### src/rtl/vector_read_unit_pkg.sv
// vread_pkg: shared types for the vector read unit
// Holds the op/state encodings and the in-flight read tag that travels
// alongside each memory request. IDX_W bounds the lane count at 2**IDX_W.
package vread_pkg;
  localparam int IDX_W = 8;
  typedef enum logic {OP_SCALAR = 1'b0, OP_VECTOR = 1'b1} op_t;
  typedef enum logic [1:0] {IDLE = 2'd0, ISSUE = 2'd1, DRAIN = 2'd2, DONE = 2'd3} state_t;
  typedef struct packed {
    logic valid;
    logic [IDX_W-1:0] idx;
  } tag_t;
endpackage

### src/rtl/vector_read_unit_if.sv
// vread_if: control handshake and memory read bus of the vector read unit
// master: requester/memory side (start, op_type, base_address, stride, length, read_data out)
// slave:  the unit (read_en, read_address, scalar_data, vector_data, busy, done, error out)
interface vread_if #(parameter int I = 20, parameter int L = 32, parameter int A = 6);
  localparam int LW = $clog2(I + 1);
  logic start;
  logic op_type;
  logic [A-1:0] base_address;
  logic [A-1:0] stride;
  logic [LW-1:0] length;
  logic [L-1:0] read_data;
  logic read_en;
  logic [A-1:0] read_address;
  logic [L-1:0] scalar_data;
  logic [I*L-1:0] vector_data;
  logic busy;
  logic done;
  logic error;
  modport master(output start, op_type, base_address, stride, length, read_data,
                 input read_en, read_address, scalar_data, vector_data, busy, done, error);
  modport slave(input start, op_type, base_address, stride, length, read_data,
                output read_en, read_address, scalar_data, vector_data, busy, done, error);
endinterface

### src/rtl/vector_read_unit_tag_pipe.sv
// read_tag_pipe: MEM_LAT-deep shift register carrying lane tags beside memory reads
// Ports: clk, rst (sync active-low flush), in_tag (pushed every cycle),
// out_tag (tag matching the current read_data), empty (no tag behind the
// output stage, i.e. the pipe holds nothing once out_tag is consumed).
module read_tag_pipe
  import vread_pkg::*;
#(parameter int MEM_LAT = 1) (
  input  logic clk,
  input  logic rst,
  input  tag_t in_tag,
  output tag_t out_tag,
  output logic empty
);
  tag_t pipe [MEM_LAT];
  always_ff @(posedge clk) begin
    if (!rst) begin
      for (int i = 0; i < MEM_LAT; i++) pipe[i] <= '0;
    end else begin
      pipe[0] <= in_tag;
      for (int i = 1; i < MEM_LAT; i++) pipe[i] <= pipe[i-1];
    end
  end
  assign out_tag = pipe[MEM_LAT-1];
  always_comb begin
    empty = 1'b1;
    for (int i = 0; i < MEM_LAT - 1; i++) empty = empty & ~pipe[i].valid;
  end
endmodule

### src/rtl/vector_read_unit.sv
// vector_read_unit: strided scalar/vector fetch from data memory into lane-indexed vector
// Ports: clk, rst (sync active-low), bus (vread_if.slave: start/op_type/base_address/
// stride/length/read_data in; read_en/read_address/scalar_data/vector_data/busy/done/error out).
// Optional: VREAD_BOUNDS_CHECK_EN stops issuing at the first address past 2**A and flags error.
module vector_read_unit
  import vread_pkg::*;
#(
  parameter int I = 20,
  parameter int L = 32,
  parameter int A = 6,
  parameter int MEM_LAT = 1
) (
  input logic clk,
  input logic rst,
  vread_if.slave bus
);
  localparam int LW = $clog2(I + 1);
`ifdef VREAD_BOUNDS_CHECK_EN
  localparam int W = A + $clog2(I) + 1;
`else
  localparam int W = A;
`endif
  localparam logic [1:0] S_IDLE = IDLE;
  localparam logic [1:0] S_ISSUE = ISSUE;
  localparam logic [1:0] S_DRAIN = DRAIN;
  localparam logic [1:0] S_DONE = DONE;
  logic [1:0] state;
  logic [W-1:0] addr;
  logic [A-1:0] stride_q;
  logic [LW-1:0] n, k, n_eff;
  logic [I*L-1:0] vdata;
  logic fault, oob, issue, pipe_empty, busy_q, done_q, err_q;
  tag_t in_tag, out_tag;
  assign n_eff = bus.op_type == OP_SCALAR ? LW'(1) : (bus.length > LW'(I) ? LW'(I) : bus.length);
`ifdef VREAD_BOUNDS_CHECK_EN
  assign oob = |addr[W-1:A];
`else
  assign oob = 1'b0;
`endif
  assign issue = state == S_ISSUE && !oob;
  assign in_tag = '{valid: issue, idx: IDX_W'(k)};
  assign bus.read_en = issue;
  assign bus.read_address = issue ? addr[A-1:0] : '0;
  assign bus.vector_data = vdata;
  assign bus.scalar_data = vdata[L-1:0];
  assign bus.busy = busy_q;
  assign bus.done = done_q;
  assign bus.error = err_q;
  read_tag_pipe #(.MEM_LAT(MEM_LAT)) u_tags (
    .clk(clk), .rst(rst), .in_tag(in_tag), .out_tag(out_tag), .empty(pipe_empty)
  );
  // DONE is entered on the edge that consumes the last tag, so done rises one edge later
  always_ff @(posedge clk) begin
    if (!rst) begin
      state <= S_IDLE;
      addr <= '0;
      stride_q <= '0;
      n <= '0;
      k <= '0;
      fault <= 1'b0;
      vdata <= '0;
      busy_q <= 1'b0;
      done_q <= 1'b0;
      err_q <= 1'b0;
    end else begin
      done_q <= 1'b0;
      for (int j = 0; j < I; j++)
        if (out_tag.valid && out_tag.idx == IDX_W'(j)) vdata[j*L +: L] <= bus.read_data;
      case (state)
        S_IDLE: if (bus.start) begin
          addr <= W'(bus.base_address);
          stride_q <= bus.stride;
          n <= n_eff;
          k <= '0;
          fault <= 1'b0;
          vdata <= '0;
          busy_q <= 1'b1;
          err_q <= 1'b0;
          state <= n_eff == '0 ? S_DONE : S_ISSUE;
        end
        S_ISSUE: if (oob) begin
          fault <= 1'b1;
          state <= S_DRAIN;
        end else begin
          addr <= addr + W'(stride_q);
          k <= k + LW'(1);
          state <= k == n - LW'(1) ? S_DRAIN : S_ISSUE;
        end
        S_DRAIN: state <= pipe_empty ? S_DONE : S_DRAIN;
        default: begin
          done_q <= 1'b1;
          busy_q <= 1'b0;
          err_q <= fault;
          state <= S_IDLE;
        end
      endcase
    end
  end
endmodule

### src/flat_wrapper.sv
// flat-port wrapper written by rule: the top's interface ports become plain ports
module vector_read_unit_flat import vread_pkg::*;
#(
  parameter int I = 20,
  parameter int L = 32,
  parameter int A = 6,
  parameter int MEM_LAT = 1
)
  (clk, rst, bus_start, bus_op_type, bus_base_address, bus_stride, bus_length, bus_read_data, bus_read_en, bus_read_address, bus_scalar_data, bus_vector_data, bus_busy, bus_done, bus_error);
  vread_if #(.I(I), .L(L), .A(A)) bus_i ();
  input logic clk;
  input logic rst;
  input wire logic [$bits(bus_i.start)-1:0] bus_start;
  input wire logic [$bits(bus_i.op_type)-1:0] bus_op_type;
  input wire logic [$bits(bus_i.base_address)-1:0] bus_base_address;
  input wire logic [$bits(bus_i.stride)-1:0] bus_stride;
  input wire logic [$bits(bus_i.length)-1:0] bus_length;
  input wire logic [$bits(bus_i.read_data)-1:0] bus_read_data;
  output wire logic [$bits(bus_i.read_en)-1:0] bus_read_en;
  output wire logic [$bits(bus_i.read_address)-1:0] bus_read_address;
  output wire logic [$bits(bus_i.scalar_data)-1:0] bus_scalar_data;
  output wire logic [$bits(bus_i.vector_data)-1:0] bus_vector_data;
  output wire logic [$bits(bus_i.busy)-1:0] bus_busy;
  output wire logic [$bits(bus_i.done)-1:0] bus_done;
  output wire logic [$bits(bus_i.error)-1:0] bus_error;
  assign bus_i.start = bus_start;
  assign bus_i.op_type = bus_op_type;
  assign bus_i.base_address = bus_base_address;
  assign bus_i.stride = bus_stride;
  assign bus_i.length = bus_length;
  assign bus_i.read_data = bus_read_data;
  assign bus_read_en = bus_i.read_en;
  assign bus_read_address = bus_i.read_address;
  assign bus_scalar_data = bus_i.scalar_data;
  assign bus_vector_data = bus_i.vector_data;
  assign bus_busy = bus_i.busy;
  assign bus_done = bus_i.done;
  assign bus_error = bus_i.error;
  vector_read_unit #(.I(I), .L(L), .A(A), .MEM_LAT(MEM_LAT)) u_core (.clk(clk), .rst(rst), .bus(bus_i));
endmodule
### config.mk
export PLATFORM = sky130hd
export DESIGN_NAME = vector_read_unit_flat
export DESIGN_NICKNAME = d
export VERILOG_FILES = /design/src/rtl/vector_read_unit_pkg.sv /design/src/rtl/vector_read_unit_if.sv /design/src/rtl/vector_read_unit_tag_pipe.sv /design/src/rtl/vector_read_unit.sv /design/src/flat_wrapper.sv
export SDC_FILE = /design/constraint.sdc
export NUM_CORES = 1
export LEC_CHECK = 0
export CAP_MARGIN = 20
export CORE_AREA = 4 4 284 286
export DETAILED_ROUTE_END_ITERATION = 10
export DIE_AREA = 0 0 288 290
export GPL_TIMING_DRIVEN = 0
export MAX_ROUTING_LAYER = met4
export SYNTH_ARGS = -nofsm -noshare
export SYNTH_HDL_FRONTEND = slang
export SYNTH_SLANG_ARGS = --single-unit
### constraint.sdc
create_clock -name clk -period 2.5 [get_ports clk]
set_input_delay 0.5 -clock clk [delete_from_list [all_inputs] [get_ports clk]]
set_output_delay 0.5 -clock clk [all_outputs]
set_load 0.005 [all_outputs]
# Word-level counts from Yosys, hierarchy flattened
# Memory sizes are Yosys's and may differ from the RTL's.
# Cells that the tools add are included.
# word_totals
output_inout_bits	682
in_bits	53
regBits	667
mem_count	1
ram_bits	6
wordCells	110
rom_bits	0
latchBits	0
# classes
bitwise_logic	1
div	0
addsub	3
magnitude_cmp	1
eq_ne	23
multipliers	0
n_mux	42
shift	0
reduce_logical	30
# mem_list
memory	words	width	rd	rd_ports_with_merged_regs	wr	line_no	text
u_core.u_tags.pipe	1	6	1	0	1	vector_read_unit_tag_pipe.sv:14	tag_t pipe [MEM_LAT];
# op_table
operator	n
$mux 640	2
$mux 32	20
$eq 8x4->1 const B	8
$eq 8x3->1 const B	4
$eq 8x5->1 const B	4
$logic_and 1x1->1	20
$mux 6	3
$eq 8x2->1 const B	2
$mux 5	3
$pmux 6 s2	1
$pmux 5 s2	1
$eq 8x1->1 const B	1
$logic_not 8->1	1
$add 6x6->6	1
$mux 1	6
$mux 2	3
$pmux 2 s3	1
$reduce_and 2->1	3
$reduce_or 6->1	1
$add 5x1->5 const B	1
$eq 5x5->1	1
$gt 5x5->1 const B	1
$logic_not 5->1	1
$sub 5x1->5 const B	1
9 further kinds	10

# Logic depth before layout (Yosys ltp)
# logic_depth
ltp_word	7
mapped_depth	8
ltp_nobuf	8

# Cells and area by module
# Synthesis repeated with hierarchy kept, for this count alone.
# unflattened
cells_unflattened	2858
hier_area_um2	23613.9
# modules_own_cells
module	area_per_inst_um2	cells_each	seq_area_each_um2	instances
vector_read_unit	23366.2	2838	13332.8	1
read_tag_pipe	247.7	20	180.2	1

# Worst setup path before layout
# No wires, ideal clock.
# synth_timing
path_type	input-to-reg
from	in bus_start
to	reg u_core.vdata[330], in the netlist u_core.bus.vector_data[330]
setup_time_ns	0.132
n_path_buf	4
required_time_ns	2.368
path_slack_ns	0.851
stages	7
t_arrival_ns	1.516
cell_sequence	buf_2 -> nand2_1 -> nand2_1 -> buf_2 -> buf_2 -> buf_1 -> a21oi_1
# synth_between
elab_chain_cells	2
# synth_lines
element	line_no	text
from (decl)	flat_wrapper.sv:13	input wire logic [$bits(bus_i.start)-1:0] bus_start;
$mux 640	vector_read_unit.sv:70	S_IDLE: if (bus.start) begin
$mux 640	vector_read_unit.sv:69	case (state)
to (signal, indexed assignment)	vector_read_unit.sv:68	if (out_tag.valid && out_tag.idx == IDX_W'(j)) vdata[j*L +: L] <= bus.read_data;
to (decl)	vector_read_unit.sv:31	logic [I*L-1:0] vdata;
# No other way between the ends.
# A chain may end at the register's enable or synchronous reset.

# Worst setup path after layout
# layout_timing
from	mem u_core.u_tags.pipe[0][4] in the netlist's numbering
to	reg u_core.vdata[16], in the netlist u_core.bus.vector_data[16]
# layout_between
elab_chain_cells	6
# layout_lines
element	line_no
from (decl)	vector_read_unit_tag_pipe.sv:14
$mem_v2 1x6 *	n/a
$logic_not 8->1 *	vector_read_unit.sv:68
$logic_and 1x1->1 *	vector_read_unit.sv:68
$mux 32 *	vector_read_unit.sv:68
$mux 640	vector_read_unit.sv:70
$mux 640 *	vector_read_unit.sv:69
# Every way passes the cells marked *; elsewhere a longest branch is shown, timed or not.

==> results list <==
- The die is 290 um tall.
- Worst hold start: bus_read_data[1]
* Endpoint class of the critical path: register
* Die footprint: approximately 84000 um2
- Total GRT Usage: 27.7%
* Mean routed wirelength per cell: between 20 and 25 um
* Skew final: 43.7 ps
- Proportion of layout cells with a drive suffix above 1: 7.83%
* Final #Nets: 3958
- The count of nets left with antenna violations once routing finished came out at 0.
* Required @ worst endpoint: 3020 ps
* Final Setup Violations: 0
- Depth of the most critical reg-to-reg path: 6
* Number of levels in the clock H-tree: 3
- Clock latency on the worst-skew pair, taken at its later pin, is between 600 and 700 ps.
- Fillcell total: 8016
* Area growth, synth to finish: 46.0%
- CTS saw 672 sinks.
- In this run the count of I/O pins placed on the die edge is 735.
- Summing internal, switching and leakage power gives between 20 and 25 mW.
- Placed Instance Area: roughly 33000 um2
- Aggregate global routing overflow: 0
* Post-route cell area: 35300 um2
* Worst r2r src: u_core.u_tags.pipe[0][4]$_SDFF_PN0_
- Dividing the final minimum period by the clock period gives 94.5%.
- Clock slew seen by the registers of the worst setup and hold paths: about 60 ps
* Netlist Area Pre-Place: roughly 24000 um2
- Setup CP Type: register to register
- The worst-case IR drop observed on VDD is ~620 uV.
- RePlAce Congestion: 0.878
- The total count of hold-check failures in the final report was 0.
- Derived from the worst setup path, the maximum achievable clock frequency is 0.423 GHz.
- CORE AREA: 78400 um2
- Status: completed
* Synthesized netlist cell count: 3109
* Register-to-register setup slack: 140 ps
- The min-delay analysis places its worst path in the category primary input to register.
- At the worst endpoint, the arrival time is 2890 ps.
- Cell internal power was estimated by the tool at 18.1 mW.
* End of the worst hold path: u_core.bus.vector_data[193]$_SDFF_PN0_
- For this configuration, the core starts out at a cell density of 30.8%.
- TritonCTS built the clock tree.
- In this run, synthesis produced a sequential element count of 672.
- Using the TritonRoute via totals, the vias-per-cell ratio works out to 4.87.
- The worst hold path was traced through 3 stages.
- Max_slew headroom: 21.5%
- CTS Root Buffer Type: clkbuf_16
- Switch share: between 20% and 30%
- Max Root-Sink Buffers: 3
- Rows: a little over 100
* Number of input and output port buffers inserted: 700
- End-of-flow core utilization: 45.0%
- The number of antenna violations at the first check in global routing is 6.
* CTS buffer count: 76
* Synthesized area per cell: 7.77 um2
* Tightest Pin Transition: roughly 1200 ps
- The floorplan step set the die width to 288 um.
- Detailed placement finished with a half-perimeter wire length of 87700 um.
- Setup repair after global routing could not meet its margin everywhere.
- Number of distinct standard cells referenced by the synthesized netlist: 43
- Routed Wire Length: 118000 um
* Power Dens Cells: 682 nW/um2
- Fin. max-slew vios: 0
- Share of total power in combinational logic: 6.6%
- Number of nets produced by synthesis: 3174
* Pin count of the biggest net entering global routing: 14
- TritonRoute pass-1 iters: 6
- Drc violations: 0
- Count of yosys warnings during synthesis: 0
- In this run the worst path has a maximum fanout of 10.
- End of the worst register-to-register path: u_core.bus.vector_data[16]$_SDFF_PN0_
- The analysis attributes to cell leakage a power of approximately 12 nW.
* Global-route wire length before repair: 164000 um
* Clock share of power: between 40% and 50%
- The worst path needs 2360 ps of the cycle, external delays included.
* Total via count in the routed design: 24400
- Launching element type of the critical path: register
- After the first detailed-routing iteration, the DRC count stood at ~1800.
* Number of max-cap violations: 0
- Vias in the first global route: 22500
- In this run, flip-flops and latches consume a little under half of the power.
- Portion of the post-synthesis area used by sequential elements: 55.7%
- Summed over all nets, the switching power comes to 5.97 mW.
synthesized netlist by cell type:
cell type,n,area share [%]
nand4_1,2,0.052
a32o_1,2,0.083
mux2i_1,3,0.12
fa_1,1,0.083
inv_1,14,0.22
clkbuf_1,154,2.4
o2111ai_1,1,0.036
a21o_1,2,0.062
nand3_1,10,0.21
xor2_1,4,0.15
buf_1,23,0.36
o21ai_0,11,0.23
mux2_2,2,0.093
nand2_1,1309,20
dfxtp_1,672,56
nand4b_1,1,0.036
buf_2,89,1.8
xnor2_1,7,0.25
nor2_2,1,0.026
nor3_2,5,0.21
a221oi_1,1,0.036
buf_4,33,1.0
and2b_1,3,0.093
a31oi_1,1,0.026
o21bai_1,1,0.031
o32ai_1,1,0.036
a21oi_1,654,14
nor3_1,8,0.17
nor2b_1,6,0.16
nor2_1,29,0.45
nand2b_1,6,0.16
o21a_1,2,0.062
nor3b_1,3,0.093
o2bb2ai_1,1,0.036
and3_1,1,0.026
o22ai_1,4,0.10
a211oi_1,4,0.12
conb_1,1,0.016
a41oi_1,1,0.036
nand3b_1,1,0.031
ha_1,11,0.57
a22o_1,8,0.29
and2_1,16,0.41
cell type report:
class                   count  area [um2]  share of cell area (%)
flip-flops and latches    672       13500                    38.1
multi-input cells        2124        9330                    26.4
repair buffers            706        7100                    20.1
clock buffers             108        2190                    6.22
plain buffers             299        1440                    4.09
well taps                1050        1310                    3.72
clock inverters            25         384                    1.09
inverters                  14        52.6                   0.149
diodes                      2        5.00                  0.0142
registers in the layout, summed over array words and instances (netlist names):
signal / cells
u_core.addr: 6
u_core.u_tags.pipe: 6
u_core.bus.busy: 1
u_core.state: 2
u_core.k: 5
u_core.bus.done: 1
u_core.stride_q: 6
u_core.bus.vector_data: 640
u_core.n: 5
cell families after synthesis:
group	share of synthesized area, %
simple gates	22.5
compound gates	14.7
flops	55.7
buf+inv	5.84
fa+ha+maj	0.653
xor+xnor	0.399
mux	0.218
other cells	0.0155
placed cells by master (no fill, tap or decap), types with 25 or more instances in the layout:
cell type        synthesis  routed
clkbuf_1               154     144
clkdlybuf4s50_1          0     694
a21oi_1                654     654
nand2_1               1309    1308
dfxtp_1                672     670
buf_4                   33      37
clkbuf_16                0      78
nor2_1                  29      25
clkbuf_2                 0      40
buf_2                   89      88
per-stage QoR:
step | worst slack, ps | setup TNS (ps) | cells | hold slack, ps
floorplan | 851 | 0 | 3109 | 453
global placement | -905 | -240210 | 4859 | 441
finish | 137 | 0 | 5000 | 225
global route | -48.3 | -581 | 4999 | 222
CTS | 7.28 | 0 | 4996 | 182
detailed placement | -857 | -239000 | 4862 | 445
power by group through the flow:
stage	sequential (mW)	combinational [mW]	clock, mW
final	10.8	1.59	11.6
after global routing	10.9	1.70	12.2
after CTS	10.8	1.56	11.8
after detailed placement	11.1	1.54	0
after global placement	11.1	1.53	0
after floorplan	11.1	0.767	0
what timing repair did:
action | 4_1_cts | 5_1_grt
setup buffers | 1 | 0
pin swaps | 0 | 0
setup endpoints to repair | 199 | 406
resized for setup | 37 | 60
hold buffers | 0 | 0
endpoints found under the hold margin | 0 | 0
critical path, stage by stage (launching register included):
cell     delay [ps]
dfxtp_1         330
and2b_1         300
nand2_1         220
nor3_2          760
buf_2           400
nand2_1         100
a21oi_1         150
worst max path at each step:
stage / start / endpoint / cells after the start
CTS: u_core.state[0]$_SDFFE_PN0N_ / u_core.bus.vector_data[257]$_SDFF_PN0_ / 8
global route: u_core.state[0]$_SDFFE_PN0N_ / u_core.bus.vector_data[395]$_SDFF_PN0_ / 8
detailed placement: rst / u_core.bus.vector_data[509]$_SDFF_PN0_ / 6
global placement: rst / u_core.bus.vector_data[502]$_SDFF_PN0_ / 6
finish: u_core.u_tags.pipe[0][4]$_SDFF_PN0_ / u_core.bus.vector_data[16]$_SDFF_PN0_ / 6
floorplan: bus_start / u_core.bus.vector_data[330]$_SDFF_PN0_ / 7
layer usage:
layer  vias to the layer above  global-route usage (%)  wire length [um]
li1                      11500                       -                 -
met1                     11600                    34.4             48500
met2                       983                    44.1             55000
met3                       215                    6.44              9570
met4                         0                    10.2              4800
met5                         -                       -                 0
No activity file was read; power rests on OpenSTA's default activity.
